$ cat src/rtl/logic_unit_seq.sv
// Multi-cycle bitwise logic unit: applies one of eight ops CHUNK bits per clock, LSB slice first,
// accumulating zero and parity flags, with valid/ready handshakes on both sides.
module logic_unit_seq #(
  parameter int unsigned WIDTH = 32,
  parameter int unsigned CHUNK = 8
) (
  input  logic             clk,
  input  logic             rst_n,
  input  logic [WIDTH-1:0] a,
  input  logic [WIDTH-1:0] b,
  input  logic [2:0]       op,
  input  logic             in_valid,
  output logic             in_ready,
  output logic [WIDTH-1:0] out,
  output logic             zero,
  output logic             parity,
  output logic             out_valid,
  input  logic             out_ready
);

  localparam int unsigned NSLICE = WIDTH / CHUNK;
  localparam int unsigned CW     = (NSLICE > 1) ? $clog2(NSLICE) : 1;

  if ((WIDTH % CHUNK) != 0) begin : g_bad_chunk
    $error("logic_unit_seq: WIDTH must be a multiple of CHUNK");
  end

  typedef enum logic [1:0] {StIdle, StRun, StDone} state_e;

  state_e           r_state;
  state_e           w_state_nxt;
  logic [WIDTH-1:0] r_a;
  logic [WIDTH-1:0] r_b;
  logic [2:0]       r_op;
  logic [CW-1:0]    r_cnt;
  logic [WIDTH-1:0] r_out;
  logic             r_zero;
  logic             r_parity;

  logic [CHUNK-1:0] w_sa;
  logic [CHUNK-1:0] w_sb;
  logic [CHUNK-1:0] w_res;
  logic             w_last;

  assign w_last = (r_cnt == CW'(NSLICE - 1));

  // Select the operand slice addressed by the counter.
  always_comb begin
    w_sa = '0;
    w_sb = '0;
    for (int i = 0; i < NSLICE; i++) begin
      if (r_cnt == CW'(i)) begin
        w_sa = r_a[i*CHUNK +: CHUNK];
        w_sb = r_b[i*CHUNK +: CHUNK];
      end
    end
  end

  always_comb begin
    w_res = '0;
    unique case (r_op)
      3'b000:  w_res = ~(w_sa | w_sb);
      3'b001:  w_res = w_sa & w_sb;
      3'b010:  w_res = w_sa | w_sb;
      3'b011:  w_res = w_sa ^ w_sb;
      3'b100:  w_res = ~(w_sa & w_sb);
      3'b101:  w_res = ~(w_sa ^ w_sb);
      3'b110:  w_res = w_sa & ~w_sb;
      default: w_res = w_sa;
    endcase
  end

  always_ff @(posedge clk or negedge rst_n) begin
    if (!rst_n) begin
      r_state <= StIdle;
    end else begin
      r_state <= w_state_nxt;
    end
  end

  always_comb begin
    w_state_nxt = r_state;
    unique case (r_state)
      StIdle:  if (in_valid)  w_state_nxt = StRun;
      StRun:   if (w_last)    w_state_nxt = StDone;
      StDone:  if (out_ready) w_state_nxt = StIdle;
      default: w_state_nxt = StIdle;
    endcase
  end

  always_comb begin
    in_ready  = (r_state == StIdle);
    out_valid = (r_state == StDone);
  end

  always_ff @(posedge clk or negedge rst_n) begin
    if (!rst_n) begin
      r_a      <= '0;
      r_b      <= '0;
      r_op     <= '0;
      r_cnt    <= '0;
      r_out    <= '0;
      r_zero   <= 1'b0;
      r_parity <= 1'b0;
    end else if (r_state == StIdle && in_valid) begin
      r_a      <= a;
      r_b      <= b;
      r_op     <= op;
      r_cnt    <= '0;
      r_out    <= '0;
      r_zero   <= 1'b1;
      r_parity <= 1'b0;
    end else if (r_state == StRun) begin
      for (int i = 0; i < NSLICE; i++) begin
        if (r_cnt == CW'(i)) r_out[i*CHUNK +: CHUNK] <= w_res;
      end
      r_zero   <= r_zero & (w_res == '0);
      r_parity <= r_parity ^ (^w_res);
      if (!w_last) r_cnt <= r_cnt + 1'b1;
    end
  end

  assign out    = r_out;
  assign zero   = r_zero;
  assign parity = r_parity;

endmodule

$ cat config.mk
export PLATFORM = sky130hd
export DESIGN_NAME = logic_unit_seq
export DESIGN_NICKNAME = d
export VERILOG_FILES = /design/src/rtl/logic_unit_seq.sv
export SDC_FILE = /design/constraint.sdc
export NUM_CORES = 1
export LEC_CHECK = 0
export ABC_AREA = 1
export BUFFER_PORTS_ARGS = -buffer_cell sky130_fd_sc_hd__buf_2
export CAP_MARGIN = 10
export CORE_UTILIZATION = 60
export CTS_BUF_LIST = sky130_fd_sc_hd__clkbuf_4 sky130_fd_sc_hd__clkbuf_8
export DETAILED_ROUTE_END_ITERATION = 7
export PLACE_DENSITY = 0.95
export SLEW_MARGIN = 15
export SYNTH_ARGS = -nofsm -noshare
export SYNTH_HDL_FRONTEND = slang
export SYNTH_SLANG_ARGS = --single-unit
$ cat constraint.sdc
create_clock -name clk -period 5.85 [get_ports clk]
set_input_delay 0.2925 -clock clk [delete_from_list [all_inputs] [get_ports clk]]
set_output_delay 0.2925 -clock clk [all_outputs]
set_load 0.03 [all_outputs]
# Word-level counts from Yosys, hierarchy flattened
# Cells that the tools add are included.
dict set report word_totals {
  ff_bits 105
  out_inout_bits 36
}
dict set report classes {
  addsub 1
  n_eq_ne 15
  muxes 26
  n_bitwise 10
  reduce_logical 17
}
# cell count
set ops {}
lappend ops {{8-bit 2-to-1 mux} 12}
lappend ops {{32-bit 2-to-1 mux} 2}
lappend ops {{8-bit case mux with 7 select lines} 1}
lappend ops {{8-bit inverter} 4}
lappend ops {{8-bit AND} 2}
lappend ops {{2-bit 2-to-1 mux} 6}
lappend ops {{2-bit AND reduction} 5}
lappend ops {{2-bit nonzero test} 5}
lappend ops {{3-bit == test (second input constant)} 3}
lappend ops {{8-bit logical NOT} 1}
lappend ops {{8-bit OR} 1}
lappend ops {{8-bit parity} 1}
lappend ops {{8-bit XOR} 1}
lappend ops {{2-bit == test (second input constant)} 3}
lappend ops {{3-bit by 2-bit == test with 1-bit output (second input constant)} 2}
lappend ops {{2-bit case mux with 3 select lines} 1}
lappend ops {{2-bit by 1-bit == test with 1-bit output (second input constant)} 2}
lappend ops {{2-bit logical NOT} 2}
lappend ops {{1-bit 2-to-1 mux} 4}
lappend ops {{2-bit by 1-bit inequality test with 1-bit output (second input constant)} 2}
lappend ops {{2-bit inequality test (second input constant)} 2}
lappend ops {{3-bit by 1-bit == test with 1-bit output (second input constant)} 1}
lappend ops {{3-bit logical NOT} 1}
lappend ops {{3-bit AND reduction} 1}
lappend ops {{other kinds (4)} 4}

# Depth between registers and ports, before layout
dict set report depth {
  word_depth 12
  depth_mapped 23
}

# Least setup slack after synthesis
# Ideal clock, no wire load.
dict set report synth_path {
  path_kind {register -> register}
  startpoint {register r_cnt[1]}
  endpoint {register r_parity (netlist: parity)}
  arrival_ps 2936
  setup_slack_ps 2800
  path_stages_with_launch 22
  path_buffers 2
  synth_period_minus_slack_ps 3050
  cell_sequence {dfrtp_1 > inv_1 > ha_1 > buf_2 > nor2_2 > buf_2 > a22oi_1 > nand2_1 > a22oi_1 > inv_1 > ha_1 > o21bai_1 > nand2_1 > nor2_1 > nand2_2 > nand2_1 > ha_1 > xnor2_1 > xnor2_1 > nand3_1 > nand2_1 > inv_1}
}
dict set report synth_between {
  elab_chain_len 12
  elab_cells_between_ends 25
  classes_between {3 x eq/ne; 11 x mux; 9 x bitwise; 2 x reduce/logical}
}
# element line_no
set synth_lines {}
lappend synth_lines {{start, declared} 35} ;# logic [CW-1:0] r_cnt;
lappend synth_lines {{start signal, assigned} 119} ;# if (!w_last) r_cnt <= r_cnt + 1'b1;
lappend synth_lines {{2-bit logical NOT} 52} ;# if (r_cnt == CW'(i)) begin
lappend synth_lines {{8-bit 2-to-1 mux (4 in series)} 52}
lappend synth_lines {{8-bit inverter, or another cell as far along} 68} ;# 3'b110: w_res = w_sa & ~w_sb;
lappend synth_lines {{8-bit AND, or another cell as far along} 68}
lappend synth_lines {{8-bit case mux with 7 select lines *} 61} ;# unique case (r_op)
lappend synth_lines {{8-bit parity *} 118} ;# r_parity <= r_parity ^ (^w_res);
lappend synth_lines {{1-bit XOR *} 118}
lappend synth_lines {{1-bit 2-to-1 mux *} 113} ;# end else if (r_state == StRun) begin
lappend synth_lines {{1-bit 2-to-1 mux *} 105} ;# end else if (r_state == StIdle && in_valid) begin
lappend synth_lines {{end signal, assigned} 118}
lappend synth_lines {{end, declared} 38} ;# logic r_parity;
# Every way passes the cells marked *; elsewhere a longest branch is shown, timed or not. The select of a mux whose other input is x is not followed.
# A chain may end at the register's enable or synchronous reset.

# Final worst setup path
# Ends and elaborated chain as after synthesis.

==> flow_results.xml <==
<?xml version="1.0" encoding="UTF-8"?>
<metrics>
  <group name="placed_design">
    <metric name="numPortBuffers" unit="">106</metric>
    <metric name="place.gp.congestion" unit="">0.897</metric>
    <metric name="dpl.hpwl" unit="mm">10.5</metric>
  </group>
  <group name="job">
    <metric name="cap_violations" unit="">0</metric>
  </group>
  <group name="setup_path">
    <metric name="critical_path.endpoint_type" unit="">register</metric>
    <metric name="crit-reg2reg-launch" unit="">r_cnt[1]</metric>
    <metric name="critPathMaxFanout" unit="">19</metric>
    <metric name="cp.buffers_inverters" unit="">4</metric>
    <metric name="critPathArrivalTime" unit="ps">4230</metric>
    <metric name="crit_end" unit="">parity</metric>
    <metric name="crit_top_cell" unit="">sky130_fd_sc_hd__nand2_1</metric>
    <metric name="worst_path_largest_cell_delay" unit="ps">630</metric>
    <metric name="ff2ff_setup_slack" unit="ps">1940</metric>
    <metric name="count_of_cell_instances_traversed_by_the_critical_path" unit="">21</metric>
    <metric name="crit_path_top_delay_cell" unit="">sky130_fd_sc_hd__ha_1</metric>
    <metric name="cp-start-kind" unit="">register</metric>
    <metric name="critPathTopFamily" unit="">adder cells</metric>
    <metric name="timing.critical_path.cells" unit="">inv_1, ha_1, nor2_2, a22oi_1, nand2_1, a22oi_1, inv_1, ha_1, inv_1, nand4_1, nand2_1, nor2_1, nand2_2, nand2_1, ha_1, xnor2_1, xnor2_1, nand2_1, nand2_1, nand2_1, inv_1</metric>
    <metric name="setup.worst_path.start" unit="">r_cnt[1]</metric>
    <metric name="criticalPathCategory" unit="">reg -&gt; reg</metric>
    <metric name="reg2regPathDepth" unit="">21</metric>
    <metric name="worstReg2RegEnd" unit="">parity</metric>
    <metric name="worst-endpoint-required" unit="ps">6170</metric>
  </group>
  <group name="status">
    <metric name="outcome" unit="">completed</metric>
  </group>
  <group name="timing">
    <metric name="report.final.hold_viol_count" unit="">0</metric>
    <metric name="skew" unit="ps">25.3</metric>
    <metric name="rsz0062_at_grt" unit="">false</metric>
    <metric name="period_minus_slack" unit="ps">3910</metric>
    <metric name="setup-violations-final" unit="">0</metric>
    <metric name="maxSlewHeadroom" unit="">0.273</metric>
    <metric name="report.final.slew_viol_count" unit="">0</metric>
    <metric name="maxClockFrequency" unit="MHz">256</metric>
    <metric name="final.period_utilization" unit="">0.669</metric>
    <metric name="whs" unit="ps">118</metric>
    <metric name="worst-slew-pin-transition" unit="ps">1090</metric>
    <metric name="fin_tns_setup" unit="ps">0</metric>
  </group>
  <group name="clock_network">
    <metric name="max-clock-path-buffers" unit="">2</metric>
    <metric name="post_cts_resized" unit="">0</metric>
    <metric name="htree_num_levels" unit="">3</metric>
    <metric name="cts_num_sinks" unit="">105</metric>
    <metric name="clkTransAtPathRegs" unit="ps">110</metric>
    <metric name="clockRootBuffer" unit="">sky130_fd_sc_hd__clkbuf_8</metric>
    <metric name="cts_tree" unit="">done</metric>
    <metric name="cts_buffers" unit="">9</metric>
    <metric name="clock_latency" unit="ps">380</metric>
  </group>
  <group name="logic_synthesis">
    <metric name="synth_cell_types" unit="">25</metric>
    <metric name="post_synth_instance_area" unit="um^2">5830</metric>
    <metric name="postSynthAreaPerCell" unit="um^2">8.64</metric>
    <metric name="ys_seq_area_frac" unit="">0.450</metric>
    <metric name="postSynthRegisterBits" unit="">105</metric>
    <metric name="synth_fp_nets" unit="">778</metric>
    <metric name="synth-warning-count" unit="">0</metric>
    <metric name="syn_inst" unit="">675</metric>
  </group>
  <group name="grt">
    <metric name="global_route_wire_length_before_repair" unit="mm">24.2</metric>
    <metric name="grt_remaining_overflow" unit="">0</metric>
    <metric name="grt_use_met3" unit="">0.0513</metric>
    <metric name="grt_use_met1" unit="">0.396</metric>
    <metric name="grt-busiest-layer" unit="">met2</metric>
    <metric name="global_route.usage.met2" unit="">0.515</metric>
    <metric name="grt_antenna_before_repair" unit="">0</metric>
    <metric name="grt_max_degree" unit="">88</metric>
    <metric name="grtUsageTotal" unit="">0.308</metric>
    <metric name="vias_in_the_first_global_route" unit="">5199</metric>
  </group>
  <group name="detailed_routing">
    <metric name="drt_pre_antenna_iters" unit="">8</metric>
    <metric name="dr_total_vias" unit="">5178</metric>
    <metric name="detailedRoute.firstIterationViolations" unit="">440</metric>
    <metric name="routed_wire_per_std_cell" unit="um">16.3</metric>
    <metric name="postRouteWirelength" unit="mm">14.6</metric>
    <metric name="drtAntennaViolNets" unit="">0</metric>
    <metric name="via_per_inst" unit="">5.79</metric>
    <metric name="detail_route.drc_violations" unit="">0</metric>
  </group>
  <group name="layout">
    <metric name="synthToLayoutAreaGrowth" unit="%">13.0</metric>
    <metric name="layout_nets" unit="">864</metric>
    <metric name="layout_common_cells" unit="">sky130_fd_sc_hd__nand2_1, sky130_fd_sc_hd__buf_2, sky130_fd_sc_hd__dfrtp_1</metric>
    <metric name="antenna_cells_inserted" unit="">0</metric>
    <metric name="final_common_cell" unit="">sky130_fd_sc_hd__nand2_1</metric>
    <metric name="drive_above_1_share" unit="">0.196</metric>
    <metric name="n_fill_cell" unit="">713</metric>
  </group>
  <group name="floorplanning">
    <metric name="top_level_ports" unit="">107</metric>
    <metric name="core_area" unit="um^2">9330</metric>
    <metric name="die-height" unit="um">101</metric>
    <metric name="floorplan.die_area" unit="um^2">10100</metric>
    <metric name="initial_core_utilization" unit="">0.625</metric>
    <metric name="dieWidth" unit="um">101</metric>
    <metric name="rows" unit="">35</metric>
  </group>
  <group name="worst_hold_path">
    <metric name="hold_path.class" unit="">in -&gt; reg</metric>
  </group>
</metrics>
[repair_timing]
action / in CTS / in global routing
setup buffers: 0 / 0
hold buffers: 1 / 0
hold endpoints to repair: 28 / 0
[area by class of cell]
class	count	area [um^2]	area share
multi-input cells	473	2800	0.425
flip-flops and latches	105	2630	0.398
repair buffers	109	558	0.0846
inverters	63	236	0.0359
well taps	129	161	0.0245
clock buffers	10	138	0.0209
clock inverters	6	68.8	0.0104
[worst register-to-register path, stage by stage, from the launching register on]
cell and delay [ps]:
sky130_fd_sc_hd__dfrtp_1 430, sky130_fd_sc_hd__inv_1 120, sky130_fd_sc_hd__ha_1 630, sky130_fd_sc_hd__nor2_2 260
sky130_fd_sc_hd__a22oi_1 210, sky130_fd_sc_hd__nand2_1 70, sky130_fd_sc_hd__a22oi_1 340, sky130_fd_sc_hd__inv_1 110
sky130_fd_sc_hd__ha_1 300, sky130_fd_sc_hd__inv_1 70, sky130_fd_sc_hd__nand4_1 90, sky130_fd_sc_hd__nand2_1 110
sky130_fd_sc_hd__nor2_1 50, sky130_fd_sc_hd__nand2_2 90, sky130_fd_sc_hd__nand2_1 60, sky130_fd_sc_hd__ha_1 310
sky130_fd_sc_hd__xnor2_1 180, sky130_fd_sc_hd__xnor2_1 160, sky130_fd_sc_hd__nand2_1 80, sky130_fd_sc_hd__nand2_1 80
sky130_fd_sc_hd__nand2_1 50, sky130_fd_sc_hd__inv_1 50
[cells by family after synthesis]
kind of cell	synth area share
AO/OA/AOI/OAI	0.0656
XOR/XNOR	0.00450
adder cells (fa/ha/maj)	0.0686
buffers and inverters	0.0699
flip-flops	0.450
multiplexers	0.0849
AND/OR/NAND/NOR	0.256
[flip-flops by register name, summed over array words and instances (netlist names)]
| signal | count |
|---|---|
| r_cnt | 2 |
| r_state | 2 |
| r_a | 32 |
| r_op | 3 |
| parity | 1 |
| zero | 1 |
| out | 32 |
| r_b | 32 |
[per-layer routing]
layer | vias to the layer above | share of wire
met3 | 56 | 0.064
met1 | 2480 | 0.40
met4 | 0 | 0.033
li1 | 2403 | -
met2 | 239 | 0.50
met5 | - | 0
[through the flow]
stage | utilization | cells | setup slack [ps] | cell area [um^2]
after floorplan | - | 675 | 2800 | 5830
after global placement | 0.684 | 878 | 2210 | 6380
after detailed placement | 0.684 | 878 | 2040 | 6380
after CTS | 0.707 | 895 | 1990 | 6590
after global routing | 0.707 | 895 | 1540 | 6590
final | 0.707 | 895 | 1940 | 6590
[worst min-delay path by stage]
| stage | slack, ps | startpoint | to | cells after the start |
|---|---|---|---|---|
| 4_1_cts | 100 | out_ready | r_state[1] | 2 |
| 3_5_place_dp | 230 | rst_n | out[27] | 1 |
| 6_report | 120 | a[22] | r_a[22] | 2 |
| 5_1_grt | 120 | b[11] | r_b[11] | 2 |
| 3_3_place_gp | 230 | rst_n | out[28] | 1 |
| 2_1_floorplan | -3 | rst_n | out[0] | 0 |
[cells in the mapped netlist]
| library cell | instances | area [um^2] |
|---|---|---|
| sky130_fd_sc_hd__nand2_1 | 176 | 661 |
| sky130_fd_sc_hd__dfrtp_1 | 105 | 2630 |
| sky130_fd_sc_hd__inv_1 | 56 | 210 |
| sky130_fd_sc_hd__nand4_1 | 47 | 294 |
| sky130_fd_sc_hd__a21oi_1 | 44 | 220 |
| sky130_fd_sc_hd__mux2_1 | 44 | 495 |
| sky130_fd_sc_hd__nor2_1 | 42 | 158 |
| sky130_fd_sc_hd__ha_1 | 32 | 400 |
| sky130_fd_sc_hd__nand3_1 | 30 | 150 |
| sky130_fd_sc_hd__buf_2 | 23 | 115 |
| sky130_fd_sc_hd__a22oi_1 | 16 | 120 |
| sky130_fd_sc_hd__nand2_2 | 13 | 81.3 |
| sky130_fd_sc_hd__nand3b_1 | 13 | 97.6 |
| sky130_fd_sc_hd__inv_2 | 7 | 26.3 |
| sky130_fd_sc_hd__clkbuf_1 | 6 | 22.5 |
| sky130_fd_sc_hd__buf_4 | 4 | 30.0 |
| sky130_fd_sc_hd__nor2_2 | 3 | 18.8 |
| sky130_fd_sc_hd__nor2_4 | 3 | 33.8 |
| sky130_fd_sc_hd__o21ai_0 | 2 | 10.0 |
| sky130_fd_sc_hd__o21ai_1 | 2 | 10.0 |
| sky130_fd_sc_hd__o31ai_1 | 2 | 15.0 |
| sky130_fd_sc_hd__xnor2_1 | 2 | 17.5 |
| sky130_fd_sc_hd__buf_1 | 1 | 3.75 |
| sky130_fd_sc_hd__o21bai_1 | 1 | 7.51 |
| sky130_fd_sc_hd__xor2_1 | 1 | 8.76 |
Power is left out: the tool's default activity adds up to more than one toggle a clock period on the data nets, which glitch-free logic cannot reach.
